File: src/rtl/snd_mixer_if.sv
// Control/data bundle between the sound chips' sample bus and the mixer.
// The mixer takes the slave modport; the driving subsystem takes master.
interface snd_mixer_if #(
    parameter int CHANNELS = 4,
    parameter int IN_W     = 16,
    parameter int GAIN_W   = 12,
    parameter int OUT_W    = 16
);
    localparam int SEL_W = $clog2(CHANNELS);

    logic                     sample_ce;
    logic [CHANNELS*IN_W-1:0] ch_in;
    logic [CHANNELS-1:0]      mute;
    logic                     gain_wr;
    logic [SEL_W-1:0]         gain_sel;
    logic [GAIN_W-1:0]        gain_din;
    logic                     flag_clr;
    logic [OUT_W-1:0]         sample;
    logic                     sample_valid;
    logic                     busy;
    logic                     clip;
    logic                     overrun;

    modport master (
        output sample_ce, ch_in, mute, gain_wr, gain_sel, gain_din, flag_clr,
        input  sample, sample_valid, busy, clip, overrun
    );

    modport slave (
        input  sample_ce, ch_in, mute, gain_wr, gain_sel, gain_din, flag_clr,
        output sample, sample_valid, busy, clip, overrun
    );
endinterface

File: src/rtl/snd_mixer.sv
// Time-multiplexed gain/sum/saturate mixer: one multiply-accumulate per
// channel per frame, double-buffered gains latched on the frame strobe.
module snd_mixer #(
    parameter int CHANNELS = 4,
    parameter int IN_W     = 16,
    parameter int GAIN_W   = 12,
    parameter int FRAC     = 7,
    parameter int OUT_W    = 16
) (
    input  logic          clk_sys,
    input  logic          reset_n,
    snd_mixer_if.slave    bus
);
    localparam int SEL_W  = $clog2(CHANNELS);
    localparam int PROD_W = IN_W + GAIN_W + 1;
    localparam int ACC_W  = IN_W + GAIN_W + 1 + SEL_W;

    localparam logic [GAIN_W-1:0]       UNITY    = GAIN_W'(1 << FRAC);
    localparam logic [SEL_W-1:0]        LAST_IDX = SEL_W'(CHANNELS - 1);
    localparam logic signed [ACC_W-1:0] OUT_MAX  = ACC_W'(2 ** (OUT_W - 1) - 1);
    localparam logic signed [ACC_W-1:0] OUT_MIN  = ~OUT_MAX;

    typedef enum logic [1:0] {ST_IDLE, ST_MAC, ST_OUT} state_t;

    state_t state_reg, state_next;

    logic                     start;
    logic                     wr_ok;
    logic [GAIN_W-1:0]        act_w  [CHANNELS];
    logic signed [IN_W-1:0]   in_w   [CHANNELS];
    logic [CHANNELS-1:0]      mute_w;

    logic signed [ACC_W-1:0]  acc_reg;
    logic [SEL_W-1:0]         idx_reg;
    logic [OUT_W-1:0]         sample_reg;
    logic                     valid_reg;
    logic                     clip_reg;
    logic                     overrun_reg;

    logic signed [PROD_W-1:0] prod;
    logic signed [ACC_W-1:0]  term;
    logic signed [ACC_W-1:0]  r;
    logic                     sat_hi;
    logic                     sat_lo;
    logic                     clip_set;
    logic                     overrun_set;

    assign start       = (state_reg == ST_IDLE) && bus.sample_ce;
    assign wr_ok       = bus.gain_wr && (int'(bus.gain_sel) < CHANNELS);
    assign overrun_set = bus.sample_ce && (state_reg != ST_IDLE);

    // Per-channel gain double buffer and frame snapshot. A write landing on
    // the frame strobe is forwarded straight into the active copy.
    generate
        for (genvar gi = 0; gi < CHANNELS; gi++) begin : gen_ch
            logic [GAIN_W-1:0]      pend_reg;
            logic [GAIN_W-1:0]      act_reg;
            logic signed [IN_W-1:0] in_s_reg;
            logic                   mute_s_reg;
            logic                   hit;

            assign hit = wr_ok && (bus.gain_sel == SEL_W'(gi));

            always_ff @(posedge clk_sys) begin
                if (!reset_n) begin
                    pend_reg   <= UNITY;
                    act_reg    <= UNITY;
                    in_s_reg   <= '0;
                    mute_s_reg <= 1'b0;
                end else begin
                    if (hit) begin
                        pend_reg <= bus.gain_din;
                    end
                    if (start) begin
                        act_reg    <= hit ? bus.gain_din : pend_reg;
                        in_s_reg   <= bus.ch_in[gi*IN_W +: IN_W];
                        mute_s_reg <= bus.mute[gi];
                    end
                end
            end

            assign act_w[gi]  = act_reg;
            assign in_w[gi]   = in_s_reg;
            assign mute_w[gi] = mute_s_reg;
        end
    endgenerate

    // Single shared multiplier; gain is zero-extended so it stays non-negative.
    always_comb begin
        prod = in_w[idx_reg] * $signed({1'b0, act_w[idx_reg]});
        term = mute_w[idx_reg] ? '0
                               : $signed({{(ACC_W - PROD_W){prod[PROD_W-1]}}, prod});
    end

    always_comb begin
        r        = acc_reg >>> FRAC;
        sat_hi   = r > OUT_MAX;
        sat_lo   = r < OUT_MIN;
        clip_set = (state_reg == ST_OUT) && (sat_hi || sat_lo);
    end

    always_ff @(posedge clk_sys) begin
        if (!reset_n) begin
            state_reg <= ST_IDLE;
        end else begin
            state_reg <= state_next;
        end
    end

    always_comb begin
        state_next = state_reg;
        case (state_reg)
            ST_IDLE: if (bus.sample_ce) state_next = ST_MAC;
            ST_MAC:  if (idx_reg == LAST_IDX) state_next = ST_OUT;
            ST_OUT:  state_next = ST_IDLE;
            default: state_next = ST_IDLE;
        endcase
    end

    always_ff @(posedge clk_sys) begin
        if (!reset_n) begin
            acc_reg     <= '0;
            idx_reg     <= '0;
            sample_reg  <= '0;
            valid_reg   <= 1'b0;
            clip_reg    <= 1'b0;
            overrun_reg <= 1'b0;
        end else begin
            valid_reg <= 1'b0;
            case (state_reg)
                ST_IDLE: begin
                    if (bus.sample_ce) begin
                        acc_reg <= '0;
                        idx_reg <= '0;
                    end
                end
                ST_MAC: begin
                    acc_reg <= acc_reg + term;
                    idx_reg <= idx_reg + 1'b1;
                end
                ST_OUT: begin
                    if (sat_hi) begin
                        sample_reg <= OUT_MAX[OUT_W-1:0];
                    end else if (sat_lo) begin
                        sample_reg <= OUT_MIN[OUT_W-1:0];
                    end else begin
                        sample_reg <= r[OUT_W-1:0];
                    end
                    valid_reg <= 1'b1;
                end
                default: ;
            endcase

            // A set event in the same cycle as a clear takes precedence.
            if (clip_set) begin
                clip_reg <= 1'b1;
            end else if (bus.flag_clr) begin
                clip_reg <= 1'b0;
            end
            if (overrun_set) begin
                overrun_reg <= 1'b1;
            end else if (bus.flag_clr) begin
                overrun_reg <= 1'b0;
            end
        end
    end

    assign bus.sample       = sample_reg;
    assign bus.sample_valid = valid_reg;
    assign bus.busy         = (state_reg != ST_IDLE);
    assign bus.clip         = clip_reg;
    assign bus.overrun      = overrun_reg;
endmodule

File: src/flat_wrapper.sv
// flat-port wrapper written by rule: the top's interface ports become plain ports
module snd_mixer_flat 
#(
    parameter int CHANNELS = 4,
    parameter int IN_W     = 16,
    parameter int GAIN_W   = 12,
    parameter int FRAC     = 7,
    parameter int OUT_W    = 16
)
  (clk_sys, reset_n, bus_sample_ce, bus_ch_in, bus_mute, bus_gain_wr, bus_gain_sel, bus_gain_din, bus_flag_clr, bus_sample, bus_sample_valid, bus_busy, bus_clip, bus_overrun);
  snd_mixer_if #(.CHANNELS(CHANNELS), .IN_W(IN_W), .GAIN_W(GAIN_W), .OUT_W(OUT_W)) bus_i ();
  input  logic clk_sys;
  input  logic reset_n;
  input wire logic [$bits(bus_i.sample_ce)-1:0] bus_sample_ce;
  input wire logic [$bits(bus_i.ch_in)-1:0] bus_ch_in;
  input wire logic [$bits(bus_i.mute)-1:0] bus_mute;
  input wire logic [$bits(bus_i.gain_wr)-1:0] bus_gain_wr;
  input wire logic [$bits(bus_i.gain_sel)-1:0] bus_gain_sel;
  input wire logic [$bits(bus_i.gain_din)-1:0] bus_gain_din;
  input wire logic [$bits(bus_i.flag_clr)-1:0] bus_flag_clr;
  output wire logic [$bits(bus_i.sample)-1:0] bus_sample;
  output wire logic [$bits(bus_i.sample_valid)-1:0] bus_sample_valid;
  output wire logic [$bits(bus_i.busy)-1:0] bus_busy;
  output wire logic [$bits(bus_i.clip)-1:0] bus_clip;
  output wire logic [$bits(bus_i.overrun)-1:0] bus_overrun;
  assign bus_i.sample_ce = bus_sample_ce;
  assign bus_i.ch_in = bus_ch_in;
  assign bus_i.mute = bus_mute;
  assign bus_i.gain_wr = bus_gain_wr;
  assign bus_i.gain_sel = bus_gain_sel;
  assign bus_i.gain_din = bus_gain_din;
  assign bus_i.flag_clr = bus_flag_clr;
  assign bus_sample = bus_i.sample;
  assign bus_sample_valid = bus_i.sample_valid;
  assign bus_busy = bus_i.busy;
  assign bus_clip = bus_i.clip;
  assign bus_overrun = bus_i.overrun;
  snd_mixer #(.CHANNELS(CHANNELS), .IN_W(IN_W), .GAIN_W(GAIN_W), .FRAC(FRAC), .OUT_W(OUT_W)) u_core (.clk_sys(clk_sys), .reset_n(reset_n), .bus(bus_i));
endmodule
File: config.mk
export PLATFORM = sky130hd
export DESIGN_NAME = snd_mixer_flat
export DESIGN_NICKNAME = d
export VERILOG_FILES = /design/src/rtl/snd_mixer_if.sv /design/src/rtl/snd_mixer.sv /design/src/flat_wrapper.sv
export SDC_FILE = /design/constraint.sdc
export NUM_CORES = 1
export LEC_CHECK = 0
export CAP_MARGIN = 25
export CORE_MARGIN = 2
export CORE_UTILIZATION = 61
export CTS_CLUSTER_DIAMETER = 80
export DETAILED_ROUTE_END_ITERATION = 12
export HOLD_SLACK_MARGIN = 0.15
export PLACE_DENSITY = 0.84
export SLEW_MARGIN = 20
export SYNTH_ARGS = -nofsm -noshare
export SYNTH_HDL_FRONTEND = slang
export SYNTH_SLANG_ARGS = --single-unit
File: constraint.sdc
create_clock -name clk_sys -period 12.45 [get_ports clk_sys]
set_clock_uncertainty 0.2 [all_clocks]
set_input_delay 2.49 -clock clk_sys [delete_from_list [all_inputs] [get_ports clk_sys]]
set_output_delay 2.49 -clock clk_sys [all_outputs]
set_load 0.005 [all_outputs]
==> impl_metrics.json, run 1 <==
{
  "status": "completed",
  "finish.utilization_pct": 69.2,
  "switching_share_pct": 35.1,
  "synth_ff_type": "dfxtp_1",
  "start_kind": "flip-flop",
  "power_frac_comb_pct": 32.5,
  "worst_pin_slew_ps": 1030,
  "die_area_um2": 29400,
  "synth_area_um2": 17100,
  "fin_crit_sh_pct": 74.9,
  "firstDrtPassIters": 5,
  "p_seq_share_pct": 34.1,
  "cts_hold_buf": 0,
  "routed_via_density": 5.78,
  "r2r_slack_ps": 3120,
  "postSynthCellCount": 1969,
  "wl_per_cell_um": 17.3,
  "reg2regPathDepth": 31,
  "die_w_um": 171,
  "hp-class": "reg -> reg",
  "cts_buffer_depth": 3,
  "cts_root_buf": "clkbuf_16",
  "relSlewSlack_pct": 31.3,
  "syn_avg_cell_area_um2": 8.68,
  "antenna_cells": 0,
  "leakagePower_nw": 8.76,
  "drcViolationCount": 0,
  "ant_nets": 0,
  "syn_nets": 2332,
  "end_kind": "flip-flop",
  "fin_crit_ps": 9330,
  "routed_wl_mm": 41.4,
  "grt_max_degree": 115,
  "ctsResizeCount": 0,
  "async_flop_share_pct": 0,
  "powerDensity_nw_per_um2": 119,
  "synth_edf_count": 0,
  "critPathMaxFanout": 32,
  "syn_to_final_growth_pct": 12.1,
  "io_pins": 107,
  "slowest_stage": "dfxtp_2",
  "max_stage_delay_ps": 990,
  "drtIter0Drc": 986,
  "worstPathArrival_ps": 9620,
  "hold_end": "u_core.gen_ch[1].in_s_reg[0]$_SDFFE_PN0P_",
  "grt_setup_unrepaired": "false",
  "tns_ps": 0,
  "grt-ovfl-total": 0,
  "start_util_pct": 61.7,
  "rows": 61,
  "ys_types": 59,
  "ys_warn_count": 0,
  "r2r-end": "u_core.acc_reg[30]$_SDFFE_PN0P_",
  "die_h_um": 171,
  "p_int_mw": 1.48,
  "gp_congestion": 0.919,
  "slew_violations": 0,
  "ys_ff_latch": 218,
  "cp_top_family": "adder cells",
  "cp.required_ps": 12740,
  "vdd_drop_max_v": 0.000122,
  "holdCritStartpoint": "u_core.gen_ch[1].in_s_reg[0]$_SDFFE_PN0P_",
  "antenna_found_initial": 1,
  "drive_gt1_share_pct": 4.67,
  "largest_reg_flops": 64,
  "hold_viol_final": 0,
  "htree_levels": 1,
  "cts.sinks": 218,
  "grt_pass1_vias": 14200,
  "cts_setup_buffers": 0,
  "worstHoldPathCells": 2,
  "clock_latency_ps": 560,
  "maxCapViolations": 0,
  "worstSetupPathType": "reg -> reg",
  "nets": 2363,
  "tritoncts": "built",
  "path_buf_inv": 5,
  "cts_made_buffers": 24,
  "path_clk_slew_ps": 60,
  "ys_seq_area_share_pct": 25.5,
  "dp_hpwl_mm": 30.3,
  "clock.fmax_mhz": 107,
  "finalSetupViolCount": 0,
  "clkPwrFrac_pct": 33.4,
  "power.switching_mw": 0.798,
  "grt_usage_pct": 28.7,
  "port_buffers": 106,
  "core_um2": 27700,
  "rr_startpoint": "u_core.idx_reg[0]$_SDFFE_PN0P_",
  "grt_pass1_wl_mm": 67.9,
  "vias": 13800
}
power by group through the flow:
| stage | combinational, mW | clock [mW] | sequential (mW) |
|---|---|---|---|
| finish | 0.740 | 0.759 | 0.776 |
| CTS | 0.733 | 0.768 | 0.775 |
| global placement | 0.698 | 0 | 0.787 |
| global route | 0.833 | 0.795 | 0.780 |
| floorplan | 0.552 | 0 | 0.775 |
| detailed placement | 0.727 | 0 | 0.789 |
worst max-delay path by stage:
stage                                        start                               to  slack (ps)  cells past startpoint
CTS                 u_core.idx_reg[0]$_SDFFE_PN0P_  u_core.acc_reg[30]$_SDFFE_PN0P_        3170                     30
finish              u_core.idx_reg[0]$_SDFFE_PN0P_  u_core.acc_reg[30]$_SDFFE_PN0P_        3120                     31
global placement    u_core.idx_reg[0]$_SDFFE_PN0P_  u_core.acc_reg[30]$_SDFFE_PN0P_        3300                     30
global route        u_core.idx_reg[0]$_SDFFE_PN0P_  u_core.acc_reg[30]$_SDFFE_PN0P_        2630                     30
detailed placement  u_core.idx_reg[0]$_SDFFE_PN0P_  u_core.acc_reg[30]$_SDFFE_PN0P_        3200                     30
floorplan           u_core.idx_reg[1]$_SDFFE_PN0P_  u_core.acc_reg[30]$_SDFFE_PN0P_        3610                     34
stage by stage:
step / power [mW] / cell area [um2] / instances / worst slack [ps] / hold slack (ps)
floorplan: 1.33 / 17100 / 1969 / 3610 / 233
global placement: 1.49 / 18300 / 2350 / 3300 / 239
detailed placement: 1.52 / 18300 / 2350 / 3200 / 246
CTS: 2.28 / 19100 / 2390 / 3170 / 254
global route: 2.41 / 19200 / 2392 / 2630 / 268
finish: 2.27 / 19200 / 2392 / 3120 / 252
logic make-up after synthesis:
logic type,after synthesis,synth area share (%)
AND/OR/NAND/NOR,647,17.0
buffers and inverters,378,8.31
AO/OA/AOI/OAI,324,12.0
adder cells (fa/ha/maj),276,28.1
flip-flops,218,25.5
multiplexers,79,6.77
XOR/XNOR,47,2.41
per-layer routing:
metal	routed length (um)	GRT usage [%]
met3	2850	5.59
met5	13	0
met1	16500	35.2
met2	20500	49.8
met4	1560	11.7
cell usage in the layout, fill, tap and decap left out, drive strengths merged, types with 10 or more instances in the layout:
cell and count:
xor2 22, clkdlybuf4s50 106, mux4 29, a211oi 50
and2 97, inv 270, nor2 153, mux2i 50
o21ai 29, clkbuf 28, o211ai 27, nand3 29
o21a 11, a21oi 142, a22oi 10, ha 97
a21o 17, nand4 14, xnor2 25, nor3 12
nand2 294, dfxtp 218, fa 179
worst min-delay path, cell delays in order, from the launching register on:
cell and delay [ps]:
dfxtp_1 310, nand2_1 50, a21oi_1 50
cell type report:
cell class              count  area (um2)
flip-flops and latches    218        4370
inverters                 268        1010
fillers                  2063        8550
clock inverters            13         223
clock buffers              27         622
multi-input cells        1373       11300
well taps                 378         473
repair buffers            115        1130
Yosys cell counts, types with 2 or more instances:
library cell / number / area, um2
nand3b_1: 3 / 22.5
a21boi_0: 2 / 15.0
nor4_1: 4 / 25.0
mux2i_1: 49 / 490
nor3b_1: 3 / 22.5
nor3_1: 12 / 60.1
ha_1: 97 / 1210
buf_1: 11 / 41.3
nand3_1: 29 / 145
nor2b_1: 9 / 56.3
o211ai_2: 2 / 25.0
o41ai_1: 2 / 17.5
and3_1: 9 / 56.3
nand2_1: 294 / 1100
xor2_1: 22 / 193
o21bai_1: 8 / 60.1
nor2_1: 153 / 574
a31o_2: 2 / 17.5
xnor2_1: 25 / 219
o31ai_1: 2 / 15.0
dfxtp_1: 218 / 4360
and2_1: 97 / 607
a21o_1: 17 / 128
inv_1: 267 / 1000
o21a_1: 11 / 82.6
a22oi_1: 10 / 75.1
nand2b_1: 8 / 50.1
a31oi_1: 5 / 31.3
nand4_1: 14 / 87.6
a2111oi_0: 2 / 17.5
o211ai_1: 25 / 188
a211oi_1: 50 / 375
o21ai_0: 27 / 135
fa_1: 179 / 3580
a221oi_1: 3 / 26.3
clkbuf_1: 98 / 368
or3_1: 6 / 37.5
a21oi_1: 142 / 711
mux4_2: 29 / 653
and4_1: 3 / 26.3
o22ai_1: 2 / 12.5
Note: power is estimated with default switching activity, not from simulation.
==> run 2: changes to the inputs <==
- CORE_UTILIZATION: 61 -> 55
- PLACE_DENSITY: 0.84 -> 0.8
- clock period: 12.45 -> 7.7 ns (I/O delays scaled with it)
==> impl_metrics.json, run 2 (synthesis gave the netlist of run 1 again) <==
{
  "fin_crit_sh_pct": 105,
  "hp-class": "reg -> reg",
  "finalSetupViolCount": 11,
  "use_met2_pct": 48.5,
  "path_clk_slew_ps": 60,
  "slew_violations": 0,
  "die_area_um2": 32500,
  "start_util_pct": 55.9,
  "die_w_um": 180,
  "grt_max_degree": 116,
  "cp.required_ps": 7960,
  "io_pins": 107,
  "status": "complete, but fails checks",
  "clock_latency_ps": 540,
  "worst_pin_slew_ps": 1020,
  "vdd_drop_max_v": 0.000228,
  "violations": "negative setup slack",
  "leakagePower_nw": 9.78,
  "drcViolationCount": 0,
  "wl_per_cell_um": 17.7,
  "slowest_stage": "mux4_2",
  "core_um2": 30600,
  "busiest_layer": "met2",
  "relSlewSlack_pct": 31.8,
  "fin_total_pwr_mw": 4.01,
  "grt_usage_pct": 27.4,
  "grt_util_met1_pct": 34.2,
  "grt_pass1_vias": 15200,
  "final_cell_mix": "nand2_1, inv_1, dfxtp_1, fa_1, buf_4",
  "largest_reg_flops": 64,
  "dp_hpwl_mm": 33.2,
  "hold_viol_final": 0,
  "syn_to_final_growth_pct": 23.1,
  "cts_buffer_depth": 3,
  "critPathMaxFanout": 6,
  "worstPathArrival_ps": 8380,
  "fillerInstances": 2304,
  "routed_wl_mm": 45.8,
  "antenna_found_initial": 0,
  "cts_made_buffers": 23,
  "grt_setup_unrepaired": "true",
  "fin_crit_ps": 8120,
  "max_stage_delay_ps": 620,
  "nets": 2542,
  "setup_slack_ps": -423,
  "grt_util_met3_pct": 3.48,
  "antenna_cells": 0,
  "firstDrtPassIters": 5,
  "ant_nets": 0,
  "mostFrequentLayoutCell": "nand2_1",
  "die_h_um": 180,
  "start_kind": "flip-flop",
  "drive_gt1_share_pct": 15.0,
  "vias": 14600,
  "port_buffers": 106,
  "end_kind": "flip-flop",
  "cts_root_buf": "clkbuf_16",
  "gp_congestion": 0.914,
  "drtIter0Drc": 865,
  "powerDensity_nw_per_um2": 190,
  "clock.fmax_mhz": 123,
  "maxCapViolations": 0,
  "grt-ovfl-total": 0,
  "tritoncts": "built",
  "cp_common_cell": "fa_1",
  "routed_via_density": 5.64,
  "grt_pass1_wl_mm": 73.6,
  "htree_levels": 1,
  "worstSetupPathType": "reg -> reg",
  "rows": 64,
  "cts.sinks": 218,
  "fin_hold_ws_ps": 254
}
==> run 2: timing repair <==
action	in CTS	in global routing
pin swaps	29	21
gates resized for setup	34	26
hold buffers	0	0
endpoints found under the setup margin	12	16
cloned	3	2
setup buffers	12	9
==> run 2: layout make-up <==
cell class | instances | area (um2) | area share, %
Multi-Input combinational cell | 1377 | 11700 | 55.8
Timing Repair Buffer | 291 | 2610 | 12.4
Inverter | 268 | 1010 | 4.80
Clock inverter | 8 | 186 | 0.886
Tap cell | 396 | 495 | 2.35
Sequential cell | 218 | 4370 | 20.8
Clock buffer | 31 | 636 | 3.02
==> run 2: critical path, delay by kind of cell, from the launching register on <==
| family | cells | cell delay, ps |
|---|---|---|
| adders and majority gates | 7 | 3110 |
| and+or+nand+nor | 3 | 620 |
| muxes | 1 | 620 |
| AOI/OAI and AO/OA | 12 | 2380 |
| xor gates and xnor gates | 1 | 90 |
| buffers and inverters | 7 | 640 |
| DFF | 1 | 390 |
==> run 2: final timing paths <==
| check | from | end | slack (ps) | depth (start not counted) |
|---|---|---|---|---|
| min reg2reg | u_core.bus.sample[10]$_SDFFE_PN0P_ | u_core.bus.sample[10]$_SDFFE_PN0P_ | 250 | 2 |
| max reg2reg | u_core.idx_reg[0]$_SDFFE_PN0P_ | u_core.acc_reg[30]$_SDFFE_PN0P_ | -420 | 31 |
| min | u_core.bus.sample[10]$_SDFFE_PN0P_ | u_core.bus.sample[10]$_SDFFE_PN0P_ | 250 | 2 |
| max | u_core.idx_reg[0]$_SDFFE_PN0P_ | u_core.acc_reg[30]$_SDFFE_PN0P_ | -420 | 31 |
==> run 2: routing by layer <==
metal / part of all wire (%) / wire (um) / vias up
met5: 0 / 0 / -
met4: 4.1 / 1890 / 0
met3: 5.7 / 2620 / 139
met2: 50 / 22700 / 511
met1: 40 / 18500 / 7119
li1: - / - / 6827
==> run 2: stage by stage <==
stage | instance area (um2) | TNS, ps | utilization, % | instances | worst slack, ps
3_5_place_dp | 19700 | -2780 | 64.4 | 2523 | -600
3_3_place_gp | 19700 | -1670 | 64.4 | 2523 | -462
6_report | 21100 | -2710 | 68.8 | 2589 | -423
4_1_cts | 20800 | -1790 | 68.0 | 2577 | -338
2_1_floorplan | 17300 | -601 | - | 1969 | -374
5_1_grt | 21100 | -6570 | 68.8 | 2589 | -715
==> run 2: where the power goes <==
group / internal [mW] / switching, mW / total (mW)
logic: 0.689 / 0.836 / 1.53
registers: 1.20 / 0.0631 / 1.26
clock network: 0.748 / 0.470 / 1.22
==> run 3: changes to the inputs <==
- CORE_UTILIZATION: 55 -> 57
- CTS_BUF_LIST: unset -> sky130_fd_sc_hd__clkbuf_2
- PLACE_DENSITY: 0.8 -> 0.82
==> impl_metrics.json, run 3 (synthesis gave the netlist of run 1 again) <==
{
  "path_clk_slew_ps": 110,
  "cp.required_ps": 8350,
  "leakagePower_nw": 9.86,
  "firstDrtPassIters": 7,
  "fillerInstances": 2161,
  "vdd_drop_max_v": 0.000128,
  "powerDensity_nw_per_um2": 170,
  "gp_congestion": 0.931,
  "die_area_um2": 31400,
  "dp_hpwl_mm": 33.7,
  "fin_total_pwr_mw": 3.56,
  "largest_reg_flops": 64,
  "vias": 14900,
  "multi_input_area_um2": 11900,
  "die_w_um": 177,
  "core_um2": 29600,
  "mostFrequentLayoutCell": "nand2_1",
  "fin_crit_sh_pct": 106,
  "die_h_um": 177,
  "start_util_pct": 57.8,
  "grt_setup_unrepaired": "true",
  "max_stage_delay_ps": 600,
  "violations": "negative setup slack",
  "start_kind": "flip-flop",
  "reg2regPathDepth": 33,
  "grt-ovfl-total": 0,
  "io_pins": 107,
  "nets": 2593,
  "antenna_found_initial": 2,
  "grt_usage_pct": 28.4,
  "maxCapViolations": 0,
  "cts_made_buffers": 54,
  "cts_root_buf": "clkbuf_2",
  "worstHoldPathCells": 2,
  "grt_pass1_wl_mm": 71.8,
  "hp-class": "reg -> reg",
  "end_kind": "flip-flop",
  "pre_cts_ws_ps": -673,
  "worstPathArrival_ps": 8810,
  "tritoncts": "built",
  "fin_hold_ws_ps": 259,
  "clock_latency_ps": 940,
  "hold_viol_final": 0,
  "finalSetupViolCount": 9,
  "syn_to_final_growth_pct": 22.6,
  "slowest_stage": "mux4_2",
  "critPathMaxFanout": 8,
  "wl_per_cell_um": 16.9,
  "drcViolationCount": 0,
  "ff_latch_area_um2": 4370,
  "status": "complete, but fails checks",
  "cp_common_cell": "fa_1",
  "relSlewSlack_pct": 29.5,
  "rows": 63,
  "slew_violations": 0,
  "drive_gt1_share_pct": 19.2,
  "final_cell_mix": "nand2_1, inv_1, dfxtp_1, buf_4, fa_1",
  "worst_pin_slew_ps": 1060,
  "ant_nets": 0,
  "cts_buffer_depth": 3,
  "grt_max_degree": 106,
  "port_buffers": 106,
  "fin_crit_ps": 8150,
  "cts.sinks": 218,
  "clock.fmax_mhz": 123,
  "htree_levels": 2,
  "routed_wl_mm": 44.8,
  "routed_via_density": 5.59,
  "grt_pass1_vias": 15300,
  "drtIter0Drc": 766,
  "setup_slack_ps": -452,
  "worstSetupPathType": "reg -> reg"
}
[run 3: worst max-delay path: cells and delay by family, from the launching register on]
kind / cells / cell delay [ps]
compound gates: 13 / 2700
fa+ha+maj: 7 / 2950
mux: 1 / 600
xor+xnor: 1 / 160
flops: 1 / 460
simple gates: 4 / 360
buf+inv: 7 / 630
[run 3: area by class of cell]
class,count,share of cell area (%)
Antenna cell,2,0.0239
Clock buffer,73,1.74
Clock inverter,18,0.370
Inverter,268,4.82
Multi-Input combinational cell,1374,56.7
Sequential cell,218,20.8
Tap cell,390,2.33
Timing Repair Buffer,314,13.2
[run 3: final timing paths]
path	startpoint	end	slack, ps
max	u_core.idx_reg[1]$_SDFFE_PN0P_	u_core.acc_reg[29]$_SDFFE_PN0P_	-450
max reg2reg	u_core.idx_reg[1]$_SDFFE_PN0P_	u_core.acc_reg[29]$_SDFFE_PN0P_	-450
min	u_core.bus.sample[8]$_SDFFE_PN0P_	u_core.bus.sample[8]$_SDFFE_PN0P_	260
min reg2reg	u_core.bus.sample[8]$_SDFFE_PN0P_	u_core.bus.sample[8]$_SDFFE_PN0P_	260
[run 3: repair_timing]
| action | 4_1_cts | 5_1_grt |
|---|---|---|
| buffers inserted | 25 | 21 |
| endpoints found under the setup margin | 12 | 16 |
| hold buffers | 0 | 0 |
| gates resized for setup | 51 | 64 |
| cloned | 1 | 0 |
| pin swaps | 58 | 56 |
[run 3: where the power goes]
part	internal, mW	leakage, nW	switching (mW)
clock network	0.258	0.346	0.477
registers	1.20	1.78	0.0539
logic	0.714	7.73	0.855
[run 3: through the flow]
step	cell area [um2]	TNS, ps	util (%)	cells
global placement	19700	-2130	66.6	2520
floorplan	17300	-601	-	1969
global route	21000	-5230	70.9	2657
CTS	20600	-1550	69.6	2637
detailed placement	19700	-3570	66.7	2521
finish	21000	-1930	70.9	2657
[run 3: routing by layer]
layer / GRT usage, % / up-vias / part of all wire (%)
li1: - / 6964 / -
met1: 34.4 / 7225 / 40
met2: 50.1 / 534 / 51
met3: 4.51 / 139 / 5.5
met4: 12.2 / 0 / 3.6
met5: 0 / - / 0
